## config.mk

```make
export PLATFORM = sky130hd
export DESIGN_NAME = btn_debounce
export DESIGN_NICKNAME = d
export VERILOG_FILES = /design/src/rtl/btn_debounce.sv
export SDC_FILE = /design/constraint.sdc
export NUM_CORES = 1
export LEC_CHECK = 0
export ABC_AREA = 1
export ABC_CLOCK_PERIOD_IN_PS = 2860
export CAP_MARGIN = 20
export CORE_MARGIN = 3
export CORE_UTILIZATION = 66
export CTS_BUF_LIST = sky130_fd_sc_hd__clkbuf_2
export CTS_CLUSTER_SIZE = 8
export DETAILED_ROUTE_END_ITERATION = 10
export PLACE_DENSITY_LB_ADDON = 0.1
export SLEW_MARGIN = 15
export SYNTH_ARGS = -nofsm -noshare
export SYNTH_HDL_FRONTEND = slang
export SYNTH_SLANG_ARGS = --single-unit
export TNS_END_PERCENT = 1
```

## constraint.sdc

```tcl
create_clock -name CLK -period 2.86 [get_ports CLK]
set_input_delay 0.429 -clock CLK [delete_from_list [all_inputs] [get_ports CLK]]
set_output_delay 0.429 -clock CLK [all_outputs]
set_load 0.1 [all_outputs]
```

## src/rtl/btn_debounce.sv

```systemverilog
// Debounces the active-low USER_BTN pad into a clean level plus press/release/long-press strobes.
// Press/release latency DEBOUNCE_CYCLES+2 from first pad sample; no backpressure, strobes are one cycle.
module btn_debounce #(
    parameter int DEBOUNCE_CYCLES = 240000,
    parameter int HOLD_CYCLES     = 12000000
) (
    input  logic CLK,
    input  logic RST_N,
    input  logic USER_BTN,
    output logic PRESSED,
    output logic PRESS_PULSE,
    output logic RELEASE_PULSE,
    output logic HOLD_PULSE
);

    localparam int              CNT_W    = $clog2(HOLD_CYCLES + 1);
    localparam logic [CNT_W-1:0] DB_LAST  = CNT_W'(DEBOUNCE_CYCLES - 1);
    localparam logic [CNT_W-1:0] HOLD_MAX = CNT_W'(HOLD_CYCLES);
    localparam logic [CNT_W-1:0] CNT_ONE  = CNT_W'(1);

    typedef enum logic [1:0] {
        IDLE,
        PRESS_DB,
        HELD,
        RELEASE_DB
    } state_t;

    state_t           state_q;
    logic [1:0]       sync_q;
    logic [CNT_W-1:0] db_cnt_q;
    logic [CNT_W-1:0] hold_cnt_q;
    logic [CNT_W-1:0] db_cnt_d;
    logic [CNT_W-1:0] hold_cnt_d;
    logic             press_evt_q;
    logic             release_evt_q;
    logic             pressed_q;
    logic             press_pulse_q;
    logic             release_pulse_q;
    logic             hold_pulse_q;
    logic             btn_s;

    assign btn_s = sync_q[1];

    always_comb begin
        db_cnt_d   = db_cnt_q + CNT_ONE;
        hold_cnt_d = hold_cnt_q + CNT_ONE;
    end

    // Accepted changes are flagged in *_evt_q and published one cycle later,
    // so the strobes and the level land together on the same edge.
    always_ff @(posedge CLK) begin
        if (!RST_N) begin
            sync_q          <= 2'b11;
            state_q         <= IDLE;
            db_cnt_q        <= '0;
            hold_cnt_q      <= '0;
            press_evt_q     <= 1'b0;
            release_evt_q   <= 1'b0;
            pressed_q       <= 1'b0;
            press_pulse_q   <= 1'b0;
            release_pulse_q <= 1'b0;
            hold_pulse_q    <= 1'b0;
        end else begin
            sync_q          <= {sync_q[0], USER_BTN};
            press_evt_q     <= 1'b0;
            release_evt_q   <= 1'b0;
            press_pulse_q   <= press_evt_q;
            release_pulse_q <= release_evt_q;
            hold_pulse_q    <= 1'b0;
            if (press_evt_q) begin
                pressed_q <= 1'b1;
            end
            if (release_evt_q) begin
                pressed_q <= 1'b0;
            end

            case (state_q)
                IDLE: begin
                    if (!btn_s) begin
                        state_q  <= PRESS_DB;
                        db_cnt_q <= CNT_ONE;
                    end
                end
                PRESS_DB: begin
                    if (btn_s) begin
                        state_q  <= IDLE;
                        db_cnt_q <= '0;
                    end else if (db_cnt_q == DB_LAST) begin
                        state_q     <= HELD;
                        db_cnt_q    <= '0;
                        hold_cnt_q  <= '0;
                        press_evt_q <= 1'b1;
                    end else begin
                        db_cnt_q <= db_cnt_d;
                    end
                end
                HELD: begin
                    // Hold timing starts on the cycle the press is published.
                    if (!press_evt_q && hold_cnt_q != HOLD_MAX) begin
                        hold_cnt_q <= hold_cnt_d;
                        if (hold_cnt_d == HOLD_MAX) begin
                            hold_pulse_q <= 1'b1;
                        end
                    end
                    if (btn_s) begin
                        state_q  <= RELEASE_DB;
                        db_cnt_q <= CNT_ONE;
                    end
                end
                RELEASE_DB: begin
                    if (!btn_s) begin
                        state_q  <= HELD;
                        db_cnt_q <= '0;
                    end else if (db_cnt_q == DB_LAST) begin
                        state_q       <= IDLE;
                        db_cnt_q      <= '0;
                        release_evt_q <= 1'b1;
                    end else begin
                        db_cnt_q <= db_cnt_d;
                    end
                end
                default: begin
                    state_q  <= IDLE;
                    db_cnt_q <= '0;
                end
            endcase
        end
    end

    assign PRESSED       = pressed_q;
    assign PRESS_PULSE   = press_pulse_q;
    assign RELEASE_PULSE = release_pulse_q;
    assign HOLD_PULSE    = hold_pulse_q;

endmodule

```

==> results.json, run 1 <==
{
  "cts_resized": 0,
  "dp_slack_ps": 655.9,
  "grt_max_degree": 35,
  "antenna_cells": 0,
  "yosys.area.top_type": "dfxtp_1",
  "io_pins": 7,
  "synth_async_sr_flop_share_pct": 0,
  "slew_viol_final": 0,
  "synth-edff-count": 0,
  "synth.distinct_cells": 33,
  "dp_hpwl_mm": 5.796,
  "synth-main-ff-cell": "dfxtp_1",
  "worstPathArrival_ps": 2650,
  "insertion_delay_ps": 480,
  "nFillCells": 422,
  "gr-total-overflow": 0,
  "drive_above_1_share_pct": 7.762,
  "finClkSkew_ps": 16.07,
  "syn-num-nets": 551,
  "crit_type": "flop to flop",
  "firstDrtPassIters": 5,
  "cts-root-buf": "clkbuf_2",
  "cts_sinks": 58,
  "initial_core_util_pct": 70.74,
  "fin_tns_setup_ps": 0,
  "rsz0062_at_grt": "false",
  "status": "finished, final reports clean",
  "yosysSeqAreaShare_pct": 33.64,
  "grt_usage_pct": 28.78,
  "yosys-top-cells-count": "144 x nand2_1, 93 x nor2_1, 58 x dfxtp_1, 48 x inv_1, 40 x nand3_1",
  "required_ps": 3240,
  "cts_tree": "yes",
  "whs_ps": 435.0,
  "dieWidth_microns": 78.32,
  "cts_setup_buffers": 0,
  "finalHoldViolCount": 0,
  "cts_buffers": 9,
  "routed-wl-met2_mm": 4.060,
  "clk_pin_slew_ps": 160,
  "post_drt_wl_per_cell_microns": 13.02,
  "m1WireLength_mm": 3.401,
  "ant_nets": 0,
  "yosysMostFrequentCell": "nand2_1",
  "synth_warnings": 0,
  "period_share_pct": 79.07,
  "grt_antenna_before_repair": 0,
  "max_cap_viol_count": 0,
  "drt_iter0_drc": 251,
  "synthCells": 545,
  "cts_max_level": 3,
  "vias": 3502,
  "synth.area.top_cells": "dfxtp_1 34%, nand2_1 16%, nor2_1 10%, nand3_1 5.8%, inv_1 5.2%",
  "finalWeightedCongestion": 0.9857,
  "synth_top_area_share_pct": 33.64,
  "fin_ws_ps": 598.6,
  "grt_pass1_wl_mm": 14.26,
  "peakVddDrop_uv": 480.4,
  "grt_pass1_vias": 3197,
  "critPathLaunchType": "flop",
  "cp_max_fo": 34,
  "fin_area_sq_um": 3661,
  "routed_via_density": 5.639,
  "routed_wl_mm": 8.085,
  "hp-class": "flop to flop",
  "port_buffers": 6,
  "nets": 555,
  "maxUsedRoutingLayer": "met4",
  "synth-seq-cells": 58,
  "power_density_nw_per_um2": 506.4,
  "setup_viol": 0,
  "wl_met3_microns": 452,
  "synth_area_per_cell_sq_um": 6.334,
  "drc": 0,
  "fmax_mhz": 442.2,
  "synth_area_sq_um": 3452,
  "tightest_slew_ps": 729.0,
  "relSlewSlack_pct": 51.35,
  "syn_to_final_growth_pct": 6.053,
  "fin_util_pct": 75.03,
  "p_leak_nw": 1.379,
  "ctsHoldBuffers": 0,
  "die_area_sq_um": 6134,
  "period_needed_ps": 2261,
  "clk_path_buf_depth": 2,
  "dpl_cell_area_sq_um": 3508,
  "core_sq_um": 4880,
  "cp-end-kind": "flop",
  "rows": 25,
  "die_h_microns": 78.32
}
==> final timing paths <==
path	from	endpoint	slack (ps)	depth (start not counted)
worst max-delay path	db_cnt_q[0]	hold_cnt_q[3]	600	12
worst min-delay path	release_evt_q	PRESSED	430	1
worst max register to register	db_cnt_q[0]	hold_cnt_q[3]	600	12
worst min register to register	release_evt_q	PRESSED	430	1
==> layer usage <==
metal / vias up / GRT usage, %
li1: 1764 / -
met1: 1591 / 34.37
met2: 127 / 50.60
met3: 20 / 6.193
met4: 0 / 10.66
met5: - / 0
==> registers in the layout, indices dropped and copies added (netlist names), named ones only <==
register	cells
RELEASE_PULSE	1
hold_cnt_q	24
release_evt_q	1
PRESS_PULSE	1
HOLD_PULSE	1
PRESSED	1
state_q	1
sync_q	2
db_cnt_q	24
press_evt_q	1
==> placed cells by master (no fill, tap or decap), drive strengths merged, types with 4 or more instances in the layout <==
cell    instances
nand2         149
nor3           14
nor2           98
nand3          41
clkbuf          9
o21ai          30
dfxtp          58
a21oi          38
buf             8
xor2           14
nand4          11
clkinv          4
inv            52
o211ai          4
==> critical path: stages (launching register included) <==
cell     delay [ps]
dfxtp_1         480
ha_1            220
nand2_2          90
nor2_4          190
nand2_2         100
nor2_4          100
inv_2            60
nor2_4           90
nand3_2         110
nand2_4         310
inv_2           200
a21oi_1         150
nor2_1           50
==> power by group <==
group	internal [mW]	switching, mW	total (mW)
sequential	0.855	0.0688	0.923
combinational	0.0866	0.167	0.253
clock	0.369	0.308	0.677
total	1.31	0.544	1.85
==> cells by family (layout without fill, tap and decap cells) <==
kind of cell | Yosys count | in the layout | synth area share (%)
and+or+nand+nor | 321 | 321 | 39.91
AOI/OAI and AO/OA | 77 | 77 | 12.29
buffers and inverters | 69 | 78 | 8.771
DFF | 58 | 58 | 33.64
xor gates and xnor gates | 17 | 17 | 4.313
adders and majority gates | 3 | 3 | 1.087
==> metrics by stage <==
step	std cells	power, mW
floorplan	545	1.128
global placement	605	1.182
detailed placement	605	1.189
CTS	621	1.860
global route	621	1.934
finish	621	1.854
==> final cells by class <==
type	instances	area (sq um)	share of cell area (%)
timing repair buffer	10	80.08	2.187
multi-input combinational	418	1988	54.31
clock buffer	9	45.04	1.230
tap	67	83.83	2.290
sequential	58	1161	31.72
inverter	52	195.2	5.332
clock inverter	7	107.6	2.939
Note: power is estimated with default switching activity, not from simulation.
==> inputs of run 2 (changes only) <==
ABC_CLOCK_PERIOD_IN_PS = 2000   (was 2860)
CORE_UTILIZATION = 58   (was 66)
clock period = 2 ns   (was 2.86 ns; I/O delays follow)
==> run 2 against run 1 <==
Against the previous run:
- non-clock buffer count grew 10
- sequential share of layout area shrank 0.92 points
- maximum frequency up 21%
- final cell count rose by 2.4%
==> results.json, run 2 (synthesized netlist as in run 1, its figures left out) <==
{
  "fmax_mhz": 534.5,
  "max_cap_viol_count": 0,
  "cts_tree": "yes",
  "finalWeightedCongestion": 0.9936,
  "finClkSkew_ps": 37.00,
  "period_share_pct": 93.54,
  "port_buffers": 6,
  "clk_path_buf_depth": 2,
  "top_regs": "db_cnt_q (24), hold_cnt_q (24), sync_q (2)",
  "grt_pass1_wl_mm": 14.43,
  "cp-end-kind": "flop",
  "layout.cells.most_common": "nand2_1",
  "syn_to_final_growth_pct": 9.569,
  "grt_max_degree": 24,
  "rows": 27,
  "firstDrtPassIters": 4,
  "r2r_slack_ps": 130,
  "period_needed_ps": 1871,
  "whs_ps": 384.8,
  "routed_via_density": 5.520,
  "required_ps": 2430,
  "dieWidth_microns": 83.15,
  "clk_pin_slew_ps": 160,
  "initial_core_util_pct": 61.19,
  "cts_max_level": 3,
  "hp-class": "primary input to flop",
  "slew_viol_final": 0,
  "status": "finished, final reports clean",
  "die_area_sq_um": 6914,
  "gr-total-overflow": 0,
  "core_sq_um": 5642,
  "ant_nets": 0,
  "final_cell_mix": "144 x nand2_1, 91 x nor2_1, 55 x dfxtp_1, 48 x inv_1, 40 x nand3_1",
  "io_pins": 7,
  "grt_pass1_vias": 3415,
  "power.total_mw": 2.704,
  "power_density_nw_per_um2": 715.0,
  "fin_util_pct": 67.04,
  "crit_type": "flop to flop",
  "ctsHoldBuffers": 0,
  "grt_usage_pct": 25.12,
  "cp_max_fo": 5,
  "routed_wl_mm": 8.323,
  "nets": 565,
  "vias": 3511,
  "insertion_delay_ps": 500,
  "tightest_slew_ps": 391.5,
  "worstPathArrival_ps": 2300,
  "drt_iter0_drc": 163,
  "cts_sinks": 58,
  "grt_antenna_before_repair": 0,
  "cts-root-buf": "clkbuf_2",
  "cts_buffers": 9,
  "p_leak_nw": 1.433,
  "critPathLaunchType": "flop",
  "dp_hpwl_mm": 6.150,
  "die_h_microns": 83.15,
  "drive_above_1_share_pct": 10.46,
  "dpl_cell_area_sq_um": 3595,
  "finalHoldViolCount": 0,
  "setup_viol": 0,
  "peakVddDrop_uv": 436.5,
  "drc": 0,
  "rsz0062_at_grt": "true",
  "antenna_cells": 0,
  "post_drt_wl_per_cell_microns": 13.09,
  "fin_area_sq_um": 3782,
  "relSlewSlack_pct": 73.70
}
[run 2: changes by cell type in the layout (fill, tap and decap cells not counted), sizes merged]
| cell | previous run | this run |
|---|---|---|
| clkbuf | 9 | 10 |
| clkinv | 4 | 2 |
| buf | 8 | 18 |
| clkinvlp | 0 | 1 |
[run 2: routing by layer]
layer	up-vias	share of wire (%)	global-route usage, %
li1	1789	-	-
met2	114	48	41.76
met5	-	0	0
met1	1565	42	28.14
met3	43	4.0	4.563
met4	0	5.6	19.61
[run 2: stage by stage]
| step | setup TNS (ps) | setup WS (ps) | instances |
|---|---|---|---|
| 5_1_grt | -415.1 | -51.14 | 636 |
| 3_5_place_dp | 0 | 52.05 | 619 |
| 4_1_cts | 0 | 18.54 | 635 |
| 6_report | 0 | 129.1 | 636 |
| 3_3_place_gp | 0 | 127.5 | 619 |
| 2_1_floorplan | 0 | 261.0 | 545 |
[run 2: path summary, 6_finish.rpt]
kind            startpoint    endpoint  cells after the start
max          hold_cnt_q[1]  HOLD_PULSE                     10
min               USER_BTN   sync_q[0]                      2
max reg2reg  hold_cnt_q[1]  HOLD_PULSE                     10
min reg2reg  release_evt_q     PRESSED                      1
[run 2: power by group]
| group | internal, mW | switching (mW) | total, mW |
|---|---|---|---|
| Sequential | 1.22 | 0.0891 | 1.31 |
| Clock | 0.537 | 0.455 | 0.991 |
| Combinational | 0.143 | 0.257 | 0.400 |
[run 2: layout make-up]
type / count / area [sq um]
Fill cell: 510 / 1859
Tap cell: 72 / 90.09
Timing Repair Buffer: 20 / 167.7
Sequential cell: 58 / 1165
Clock inverter: 6 / 105.1
Clock buffer: 10 / 50.05
Inverter: 52 / 195.2
Multi-Input combinational cell: 418 / 2009
[run 2: critical path: stages, from the launching register on]
cell and delay (ps):
dfxtp_2 400, ha_2 220, nand2_1 100, nor2_2 140, nand2_1 110, nor2_1 150, xor2_1 240, nand3_1 150
nor2_1 120, nand3_1 70, nor2_1 110
[run 2: repair_timing]
action / in CTS / in global routing
buffers inserted: 0 / 1
gates resized for setup: 0 / 8
endpoints found under the hold margin: 0 / 0
endpoints found under the setup margin: 0 / 26
